<file path="config.mk">
export PLATFORM = sky130hd
export DESIGN_NAME = vec_sum_cmp
export DESIGN_NICKNAME = d
export VERILOG_FILES = /design/src/rtl/vec_defs.sv /design/src/rtl/vec_sum_cmp.sv
export SDC_FILE = /design/constraint.sdc
export NUM_CORES = 1
export LEC_CHECK = 0
export BUFFER_PORTS_ARGS = -buffer_cell sky130_fd_sc_hd__buf_2
export CAP_MARGIN = 20
export CORE_AREA = 4 4 41 43
export DETAILED_ROUTE_END_ITERATION = 16
export DIE_AREA = 0 0 45 47
export SETUP_SLACK_MARGIN = 0.4
export SLEW_MARGIN = 20
export SYNTH_ARGS = -nofsm -noshare
export SYNTH_HDL_FRONTEND = slang
export SYNTH_SLANG_ARGS = --single-unit
</file>
<file path="constraint.sdc">
create_clock -name vclk -period 1.5
set_input_delay 0.225 -clock vclk [all_inputs]
set_output_delay 0.225 -clock vclk [all_outputs]
set_load 0.01 [all_outputs]
</file>
<file path="src/rtl/vec_defs.sv">
// vec_defs: shared widths, sweep depth and checker state encoding for the vector memories
package vec_defs;
    localparam int ADDR_W = 10;
    localparam int DEPTH  = 1024;
    localparam int DATA_W = 4;

    typedef enum logic [1:0] {
        IDLE    = 2'd0,
        ISSUE   = 2'd1,
        COMPARE = 2'd2,
        FINISH  = 2'd3
    } state_e;
endpackage

</file>
<file path="src/rtl/vec_sum_cmp.sv">
// vec_sum_cmp: flags an entry whose C differs from the carry-extended sum A+B
// Ports: a_i, b_i (DATA_W) operands; c_i (DATA_W+1) stored result; mismatch_o high when c_i != a_i+b_i
module vec_sum_cmp #(
    parameter int DATA_W = vec_defs::DATA_W
) (
    input  logic [DATA_W-1:0] a_i,
    input  logic [DATA_W-1:0] b_i,
    input  logic [DATA_W:0]   c_i,
    output logic              mismatch_o
);
    // Zero-extend before adding so the carry out (F+F=1E) is part of the compare.
    assign mismatch_o = c_i != ({1'b0, a_i} + {1'b0, b_i});
endmodule

</file>
==> flow_metrics.env <==
export IMPL_status="finished, violations left"
export IMPL_violations="setup timing"
export IMPL_place_gp_congestion=0.619
export IMPL_drt_iter0_drc=0
export IMPL_routed_wl_um=405
export IMPL_synth_adder_area_share=0.400
export IMPL_port_buffers=14
export IMPL_setup_viol_count_final=1
export IMPL_min_path_cells=4
export IMPL_synthTopCellsByArea="ha_1 (29%), xnor2_1 (20%), xor2_1 (15%), fa_1 (11%), a21o_1 (8.6%)"
export IMPL_syn_num_nets=36
export IMPL_grt_pass1_wl_um=717
export IMPL_peakVddDrop_v=0.0000950
export IMPL_top_level_ports=14
export IMPL_drcViolationCount=0
export IMPL_synth_mux_area_frac=0
export IMPL_path_buf_inv=2
export IMPL_place_inst=48
export IMPL_synthCells=18
export IMPL_track_usage=0.0434
export IMPL_synth_top_area_frac=0.286
export IMPL_max_freq_mhz=585
export IMPL_clockBufferCount=0
export IMPL_synth_top_family_by_area="adder cells"
export IMPL_synth_xor_area_share=0.350
export IMPL_num_vias=174
export IMPL_ys_seq_area_frac=0
export IMPL_synth_area_leader_cell="ha_1"
export IMPL_power_leakage_nw=0.144
export IMPL_drtPass1Iterations=1
export IMPL_max_cap_violations=0
export IMPL_dp_hpwl_um=397
export IMPL_setup_ws_ns=-0.211
export IMPL_fp_row_count=13
export IMPL_whs_endpoint="mismatch_o"
export IMPL_cts_hold_buf=0
export IMPL_nFillCells=158
export IMPL_crit_fanout=2
export IMPL_synthSimpleGateAreaFrac=0.0857
export IMPL_synth_commonest_cells="ha_1 (4), xnor2_1 (4), xor2_1 (3)"
export IMPL_end_kind="output port"
export IMPL_power_density_mw_per_mm2=337
export IMPL_met3_usage=0.00766
export IMPL_vias_per_cell=3.63
export IMPL_min_period_over_period=1.14
export IMPL_final_cells=48
export IMPL_yosys_warnings=0
export IMPL_synthesis_area_um2=175
export IMPL_crit_required_ns=1.27
export IMPL_antenna_found_initial=0
export IMPL_n_sequential_cell=0
export IMPL_grt_start_max_net_pins=3
export IMPL_ant_nets=0
export IMPL_path_cells="buf_8 > ha_4 > fa_2 > a21o_1 > a21oi_2 > xor2_1 > nand3_1 > buf_2"
export IMPL_grt_pass1_vias=187
export IMPL_core_mm2=0.00130
export IMPL_busiest_layer="met2"
export IMPL_grtUsageMet1=0.0498
export IMPL_worst_pin_slew_ns=0.165
export IMPL_multi_input_area_um2=190
export IMPL_finalNetCount=53
export IMPL_die_area_mm2=0.00212
export IMPL_grt_overflow=0
export IMPL_layout_drive_gt1_share=0.576
export IMPL_syn_area_per_cell_um2=9.73
export IMPL_grt_use_met2=0.0876
export IMPL_slew_headroom=0.890
export IMPL_timing_hold_worst_start="c_i[4]"
export IMPL_synth_compound_area_frac=0.164
export IMPL_worst_setup_path_start_kind="input pin"
export IMPL_path_delay_family="adder cells"
export IMPL_n_antenna_cell=0
export IMPL_syn_to_final_growth_pct=72.9
export IMPL_initial_core_util=0.135
export IMPL_layout_area_seq_um2=0
export IMPL_synth_distinct_cells=9
export IMPL_hold_viol_final=0
export IMPL_hp_class="in -> out"
export IMPL_slowest_delay_ns=0.35
export IMPL_postCtsSetupRepairBufs=0
export IMPL_arrival_ns=1.49
export IMPL_period_needed_ns=1.71
export IMPL_wire_per_inst_um=8.44
export IMPL_die_h_um=47
export IMPL_slew_viol_final=0
export IMPL_rsz0062_at_grt="true"
export IMPL_die_x_um=45
export IMPL_crit_slowest_cell="fa_2"
export IMPL_dp_slack_ns=-0.269
export IMPL_critical_path_class="in -> out"
what timing repair did:
item                       in CTS  in global routing
pin swaps                       2                  1
setup endpoints to repair       1                  1
gates cloned                    0                  0
resized for setup               2                  1
cell type report:
class              count  share of cell area
multi-input cells     18               0.628
repair buffers        15               0.310
well taps             15              0.0620
how the worst max path moves through the flow:
| stage | from | to | slack (ns) | cells past startpoint |
|---|---|---|---|---|
| after floorplan | a_i[0] | mismatch_o | 0.004 | 6 |
| after CTS | a_i[0] | mismatch_o | -0.23 | 8 |
| after global placement | a_i[0] | mismatch_o | -0.25 | 8 |
| final | a_i[0] | mismatch_o | -0.21 | 8 |
| after detailed placement | a_i[0] | mismatch_o | -0.27 | 8 |
| after global routing | a_i[0] | mismatch_o | -0.34 | 8 |
logic make-up (layout without fill, tap and decap cells):
family | count (synthesis) | count (layout)
xor gates and xnor gates | 7 | 7
adders and majority gates | 5 | 5
AOI/OAI and AO/OA | 4 | 4
and+or+nand+nor | 2 | 2
buffers and inverters | 0 | 15
where the power goes:
part / switching, mW / internal [mW] / total [mW]
clock network: 0 / 0 / 0
registers: 0 / 0 / 0
logic: 0.0426 / 0.0596 / 0.102
total: 0.0426 / 0.0596 / 0.102
metal layers:
| metal | wire [um] | share of wire |
|---|---|---|
| met4 | 0 | 0 |
| met5 | 0 | 0 |
| met1 | 142 | 0.35 |
| met2 | 220 | 0.54 |
| met3 | 42 | 0.10 |
cells in the final DEF, fill, tap and decap left out:
master   count
fa_2         1
buf_2       12
buf_8        1
ha_4         1
a21o_1       2
xor2_1       3
nor3_2       1
a21oi_1      1
buf_4        1
ha_1         3
nand3_1      1
buf_6        1
a21oi_2      1
xnor2_1      4
metrics by stage:
stage | total power [mW] | util | area (um^2) | TNS (ns) | hold slack [ns]
after floorplan | 0.0653 | - | 190 | 0 | 0.594
after global placement | 0.0969 | 0.220 | 287 | -0.251 | 0.761
after detailed placement | 0.101 | 0.220 | 287 | -0.269 | 0.763
after CTS | 0.104 | 0.230 | 299 | -0.231 | 0.770
after global routing | 0.116 | 0.233 | 303 | -0.338 | 0.809
final | 0.102 | 0.233 | 303 | -0.211 | 0.759
Power figures use the tool's default switching activity.
